$ cat config.mk
export PLATFORM = sky130hd
export DESIGN_NAME = ttl_74x153
export DESIGN_NICKNAME = d
export VERILOG_FILES = /design/src/rtl/ttl_74x153.sv
export SDC_FILE = /design/constraint.sdc
export NUM_CORES = 1
export LEC_CHECK = 0
export ABC_CLOCK_PERIOD_IN_PS = 1440
export CORE_AREA = 2 2 39 41
export CTS_CLUSTER_DIAMETER = 150
export DETAILED_ROUTE_END_ITERATION = 6
export DIE_AREA = 0 0 41 43
export HOLD_SLACK_MARGIN = 0.1
export PLACE_DENSITY = 0.32
export SLEW_MARGIN = 20
export SYNTH_ARGS = -nofsm -noshare
export SYNTH_HDL_FRONTEND = slang
export SYNTH_SLANG_ARGS = --single-unit
export TNS_END_PERCENT = 5
$ cat constraint.sdc
create_clock -name clk -period 1.44 [get_ports clk]
set_clock_uncertainty 0.2 [all_clocks]
set_input_delay 0.288 -clock clk [delete_from_list [all_inputs] [get_ports clk]]
set_output_delay 0.288 -clock clk [all_outputs]
set_load 0.01 [all_outputs]
$ cat src/rtl/ttl_74x153.sv
// rtl/ttl_74x153.sv - dual 4-to-1 multiplexer with shared selects, active-low enables, registered outputs
module ttl_74x153 (
    input  logic clk,
    input  logic rst,
    input  logic a,
    input  logic b,
    input  logic enable1,
    input  logic enable2,
    input  logic c10,
    input  logic c11,
    input  logic c12,
    input  logic c13,
    input  logic c20,
    input  logic c21,
    input  logic c22,
    input  logic c23,
    output logic y1,
    output logic y2
);

    logic [1:0] sel;
    logic [3:0] c1;
    logic [3:0] c2;
    logic       mux1;
    logic       mux2;

    assign sel = {b, a};
    assign c1  = {c13, c12, c11, c10};
    assign c2  = {c23, c22, c21, c20};

    // A high strobe forces the section low regardless of select or data
    always_comb begin
        mux1 = 1'b0;
        mux2 = 1'b0;
        if (!enable1) mux1 = c1[sel];
        if (!enable2) mux2 = c2[sel];
    end

    always_ff @(posedge clk) begin
        if (rst) begin
            y1 <= 1'b0;
            y2 <= 1'b0;
        end else begin
            y1 <= mux1;
            y2 <= mux2;
        end
    end

endmodule

Word-level counts from Yosys, hierarchy flattened
Cells that the tools add are included.
W data, S select, Z words.
Storage, ports and cells
  register bits: 2
  input bits: 14
  output and inout port bits: 2
  logic and storage cells: 9
Operators by class
  magnitude comparators: 1
  muxes and demuxes: 4
  reduce and logical (&&, ||, !) cells: 2
Operator list (count)
  $bmux W1 S2: 2
  $reduce_or A2 Y1: 2
  $lt A2 B3 Y1 const B: 1
  $mux W1: 2

Logic depth before layout (Yosys ltp)
Gate-level depths: netlist of the first run.
  depth after elaboration: 2
  depth in mapped cells: 2
  mapped depth without buffers: 2

Worst setup path before layout of the first run
OpenSTA, ideal clock, no wires.
  path type: input to register
  start point: input port a
  end point: register y1
  setup time: 0.115 ns
  data arrival time: 0.891 ns
  required time: 1.125 ns
  path slack: 0.234 ns
  stages on the path: 2
  path buffers: 0
  path through: mux4_2 -> nor3b_2
On the way
  word-level cells in the longest chain between the ends: 2
Ends and longest elaborated chain
  start: declaration: line 5  | input logic a,
  $bmux W1 S2: line 35  | if (!enable1) mux1 = c1[sel];
  $mux W1 (not written as such): line 35
  end signal: assignment: line 44  | y1 <= mux1;
  end: declaration: line 17  | output logic y1,
No other way between the ends. The select of a mux whose other input is x is not followed.
A chain may end at the register's enable or synchronous reset.

Final worst setup path of the first run
  start point: input port c20
  end point: register y2
On the way
  word-level cells in the longest chain between the ends: 2
Ends and longest elaborated chain
  start: declaration: line 13  | input logic c20,
  $bmux W1 S2: line 36  | if (!enable2) mux2 = c2[sel];
  $mux W1 (not written as such): line 36
  end signal: assignment: line 45  | y2 <= mux2;
  end: declaration: line 18  | output logic y2
No other way between the ends. The select of a mux whose other input is x is not followed.

==> results of run 1 <==
## final cells by class
type / instances / area (µm²) / share of cell area, %
sequential: 2 / 40.0 / 13.4
multi-input combinational: 4 / 70.1 / 23.4
tap: 16 / 20.0 / 6.69
timing repair buffer: 15 / 146 / 49.0
clock buffer: 3 / 22.5 / 7.53
## timing repair
item | in CTS | in global routing
gates resized for setup | 3 | 0
endpoints found under the setup margin | 4 | 0
endpoints found under the hold margin | 0 | 0
buffers inserted | 0 | 0
## flip-flops by register name, indices dropped and copies added (netlist names)
register	cells
y1	1
y2	1
## worst min-delay path by stage
stage / from / to
after detailed placement: enable1 / y1$_SDFF_PP0_
after floorplan: enable1 / y1$_SDFF_PP0_
after global routing: enable1 / y1$_SDFF_PP0_
final: enable1 / y1$_SDFF_PP0_
after global placement: enable1 / y1$_SDFF_PP0_
after CTS: enable1 / y1$_SDFF_PP0_
## metal layers
layer  GRT usage (%)  wire length (µm)  up-vias
met3            7.33               100        2
met5               0                 0        -
met1            5.16               152       60
met2            8.13               161       16
li1                -                 -       62
met4            4.00                 6        0
## power by group through the flow
| stage | clock network (mW) | logic [mW] | registers, mW |
|---|---|---|---|
| 2_1_floorplan | 0 | 0.0136 | 0.0619 |
| 6_report | 0.122 | 0.0568 | 0.0596 |
| 3_3_place_gp | 0 | 0.0608 | 0.0604 |
| 4_1_cts | 0.132 | 0.0583 | 0.0596 |
| 3_5_place_dp | 0 | 0.0611 | 0.0605 |
| 5_1_grt | 0.137 | 0.0610 | 0.0597 |
## stage by stage
stage          total power [mW]  instance area, µm²  utilization (%)  std cells
5_1_grt                   0.258                 299             21.6         40
3_3_place_gp              0.121                 280             20.3         37
6_report                  0.239                 299             21.6         40
2_1_floorplan            0.0755                 110                -          6
3_5_place_dp              0.122                 280             20.3         37
4_1_cts                   0.249                 299             21.6         40
## logic make-up (layout without fill, tap and decap cells)
| group | Yosys count | after routing | share of synthesized area [%] |
|---|---|---|---|
| buffers and inverters | 0 | 18 | 0 |
| and+or+nand+nor | 2 | 2 | 22.7 |
| DFF | 2 | 2 | 36.4 |
| muxes | 2 | 2 | 40.9 |
## cell usage in the layout, fill, tap and decap left out, drive strengths merged
| master | instances |
|---|---|
| dlygate4sd2 | 3 |
| mux4 | 2 |
| dfxtp | 2 |
| nor3b | 2 |
| clkbuf | 3 |
| clkdlybuf4s50 | 12 |
==> metrics, run 1 <==
Main synth FF type dfxtp_1; critical path arrival 1.31 ns; Final Hold Viols 0; syn avg cell area 18.4 µm²; Reg power frac 25.0%; Pint 0.195 mW; Final ANT Viol Nets 0; vias in the first global route 168; WL final 420 µm; switch share 18.2%; CTS tree built; Crit Path Class primary input to flip-flop; worst setup path start c20; sw power 0.0435 mW; Tot GR Track Use 6.23%; post-synthesis net count 20; instance count of the mapped netlist 6; die area 1760 µm²; #FFs+latches synth 2; drt wl/cell 10.5 µm; slowest stage cell, crit path mux4_2; crit path buf inv count 1; dpl ws -0.386 ns; Synth Warn # 0; total congestion overflow 0; static leakage 0.116 nW; vias per cell 3.50; initial antenna violation count 0; Critical Path End Type flip-flop; Slew Limit Headroom 91.3%; Period minus WS final 1.40 ns; pin count of the biggest net entering global routing 3; Pre-antenna DRT Iters 1; Initial Utilization 7.96%; share of the synthesized area in the top cell type 40.9%; Port Buf Inserts 15; H-tree levels 1; clock share of power 51.2%; Critical Path Stages 3; worst setup path endpoint y2$_SDFF_PP0_; I/O pin count 16; Netlist cell types 3; combinational fraction of design power 23.8%; hold path depth 2; die width 41 µm; main area contributors after synthesis mux4_2 (41%), dfxtp_1 (36%), nor3b_2 (23%); Root Buffer clkbuf_4; Iter 0 DRT Violations 0; Clock Sinks 2; ANT cells 0; crit path max fanout 1; Async S/R FF share, synth 0%; first-pass GRT wire length 641 µm; final period utilization 97.3%; CTS Buffer Depth 2; Layout fillers 153; CTS clk-pin slew, worst paths 0.03 ns; WHS 0.426 ns; area delta synth->final 172%; maximum vdd drop 270 µV; Commonest cells post-synth dfxtp_1 (2), mux4_2 (2), nor3b_2 (2); nets 40; PnR worst setup slack 0.0386 ns; sequential fraction of the synthesis area 36.4%; final setup TNS 0 ns; core area 1380 µm²; Power Dens Cells 798 nW/µm²; final RePlAce weighted congestion 0.589; CTS buffer count 3; max_cap viols 0; drc violations 0; die height 43 µm; hold crit path type primary input to flip-flop; via count 140; CP startpoint kind primary input; layout cells sized above 1 29.2%; Max Transition Viols Final 0; CP delay by family, top multiplexers; RSZ-0062 raised after global routing false; Critical Path RT 1.35 ns; Crit path largest cell delay 0.45 ns; FP Rows 14; f_max 714 MHz; Hold Buf Count CTS 0; Final setup viols 0; worst path cell trace clkdlybuf4s50_1, mux4_2, nor3b_2; Netlist Area Pre-Place 110 µm²; Synth area leader mux4_2; Worst-Margin Slew 0.130 ns; EDFF count, synth 0; status finished clean
No activity file was read; power rests on OpenSTA's default activity.
==> run 2: changes to the inputs <==
==> constraint.sdc (replaced) <==
create_clock -name clk -period 1.44 [get_ports clk]
set_clock_uncertainty 0.2 [all_clocks]
set_input_delay 0.216 -clock clk [delete_from_list [all_inputs] [get_ports clk]]
set_output_delay 0.216 -clock clk [all_outputs]
set_load 0.01 [all_outputs]
==> run 2 against run 1 <==
Effect of this change: die area unchanged; design area unchanged; sequential power about the same; non-clock buffer count unchanged; cell count unchanged; via count down 2.1%; fmax up 5.7%; critical path type unchanged; highest routed layer unchanged.
==> metrics, run 2 (synthesis gave the netlist of run 1 again) <==
nets 40 (unchanged); Iter 0 DRT Violations 0 (unchanged); CTS clk-pin slew, worst paths 0.03 ns (about the same); met1 Usage GRT 4.85% (was 5.16%); Max Transition Viols Final 0 (unchanged); RSZ-0062 raised after global routing false (unchanged); commonest non-fill, non-tap cell in the layout clkdlybuf4s50_1 (unchanged); Crit path largest cell delay 0.47 ns (was 0.45 ns); final RePlAce weighted congestion 0.600 (was 0.589); vias in the first global route 151 (was 168); Final setup viols 0 (unchanged); CTS tree built (unchanged); drc violations 0 (unchanged); critical path arrival 1.24 ns (was 1.31 ns); post-cts sizing count 3 (unchanged); Pwr Total 0.239 mW (about the same); pin count of the biggest net entering global routing 3 (unchanged); via count 137 (was 140); layout cells sized above 1 29.2% (unchanged); Power Dens Cells 801 nW/µm² (was 798 nW/µm²); placed cell area 280 µm² (unchanged); Port Buf Inserts 15 (unchanged); max_cap viols 0 (unchanged); Final Hold Viols 0 (unchanged); CP startpoint kind primary input (unchanged); worst path cell trace clkdlybuf4s50_1, mux4_2, nor3b_2 (unchanged); die width 41 µm (unchanged); Final Cell Area 299 µm² (unchanged); Pre-antenna DRT Iters 1 (unchanged); Initial Utilization 7.96% (unchanged); core area 1380 µm² (unchanged); ANT cells 0 (unchanged); vias per cell 3.43 (was 3.50); die area 1760 µm² (unchanged); Final ANT Viol Nets 0 (unchanged); GRT busiest layer met3 (was met2); postcts setup bufs 0 (unchanged); hold crit path type primary input to flip-flop (unchanged); post-layout util 21.6% (unchanged); met3 Track Usage GR 9.95% (was 7.33%); Period minus WS final 1.33 ns (was 1.40 ns); first-pass GRT wire length 586 µm (was 641 µm); Tot GR Track Use 5.73% (was 6.23%); WL final 393 µm (was 420 µm); final setup TNS 0 ns (unchanged); Crit Path Class primary input to flip-flop (unchanged); Critical Path End Type flip-flop (unchanged); static leakage 0.116 nW (unchanged); CTS Buffer Depth 2 (unchanged); H-tree levels 1 (unchanged); Clock Sinks 2 (unchanged); final period utilization 92.1% (was 97.3%); Slew Limit Headroom 91.2% (was 91.3%); drt wl/cell 9.83 µm (was 10.5 µm); total congestion overflow 0 (unchanged); largest registers y1: 1 flops, y2: 1 flops (unchanged); maximum vdd drop 339 µV (was 270 µV); initial antenna violation count 0 (unchanged); most frequent cells in the layout clkdlybuf4s50_1 (12), clkbuf_4 (3), dlygate4sd2_1 (3) (unchanged); CTS buffer count 3 (unchanged); Critical Path RT 1.35 ns (about the same); f_max 754 MHz (was 714 MHz); Hold Buf Count CTS 0 (unchanged); I/O pin count 16 (unchanged); die height 43 µm (unchanged); area delta synth->final 172% (unchanged); slowest stage cell, crit path mux4_2 (unchanged); Root Buffer clkbuf_4 (unchanged); status finished clean (unchanged); Worst-Margin Slew 0.133 ns (was 0.130 ns); FP Rows 14 (unchanged); crit path max fanout 1 (unchanged); met2 GRT Util 6.25% (was 8.13%)
run 2: cell counts in the layout (fill, tap and decap cells not counted):
Identical to the previous run, type by type.
run 2: final cells by class:
cell class	count	area, µm²
clock buffers	3	22.5
fillers	146	1080
multi-input cells	4	70.1
flip-flops and latches	2	40.0
well taps	16	20.0
repair buffers	15	146
run 2: layer usage:
metal	vias to the layer above	routed length, µm
li1	62	-
met1	55	129
met2	18	135
met3	2	119
met4	0	9
met5	-	0
run 2: final timing paths:
kind                  cells after the start  startpoint            end  slack (ns)
worst max-delay path                      3         c23  y2$_SDFF_PP0_        0.11
worst min-delay path                      2     enable1  y1$_SDFF_PP0_        0.35
run 2: power breakdown:
part	total (mW)	leakage, nW	switching (mW)	internal [mW]
Clock	0.123	0.0138	0.0315	0.0919
Sequential	0.0593	0.0164	0.000527	0.0588
Combinational	0.0566	0.0862	0.0121	0.0445
run 2: through the flow:
step                      worst slack (ns)  std cells  hold slack (ns)
final                                0.114         40            0.351
after global routing                0.0868         40            0.345
after CTS                            0.106         40            0.343
after detailed placement            -0.298         37            0.580
after global placement              -0.290         37            0.584
after floorplan                      0.306          6           0.0848
run 2: critical path, delay by kind of cell:
family / cells / cell delay [ns]
muxes: 1 / 0.47
buffers and inverters: 1 / 0.39
and+or+nand+nor: 1 / 0.16
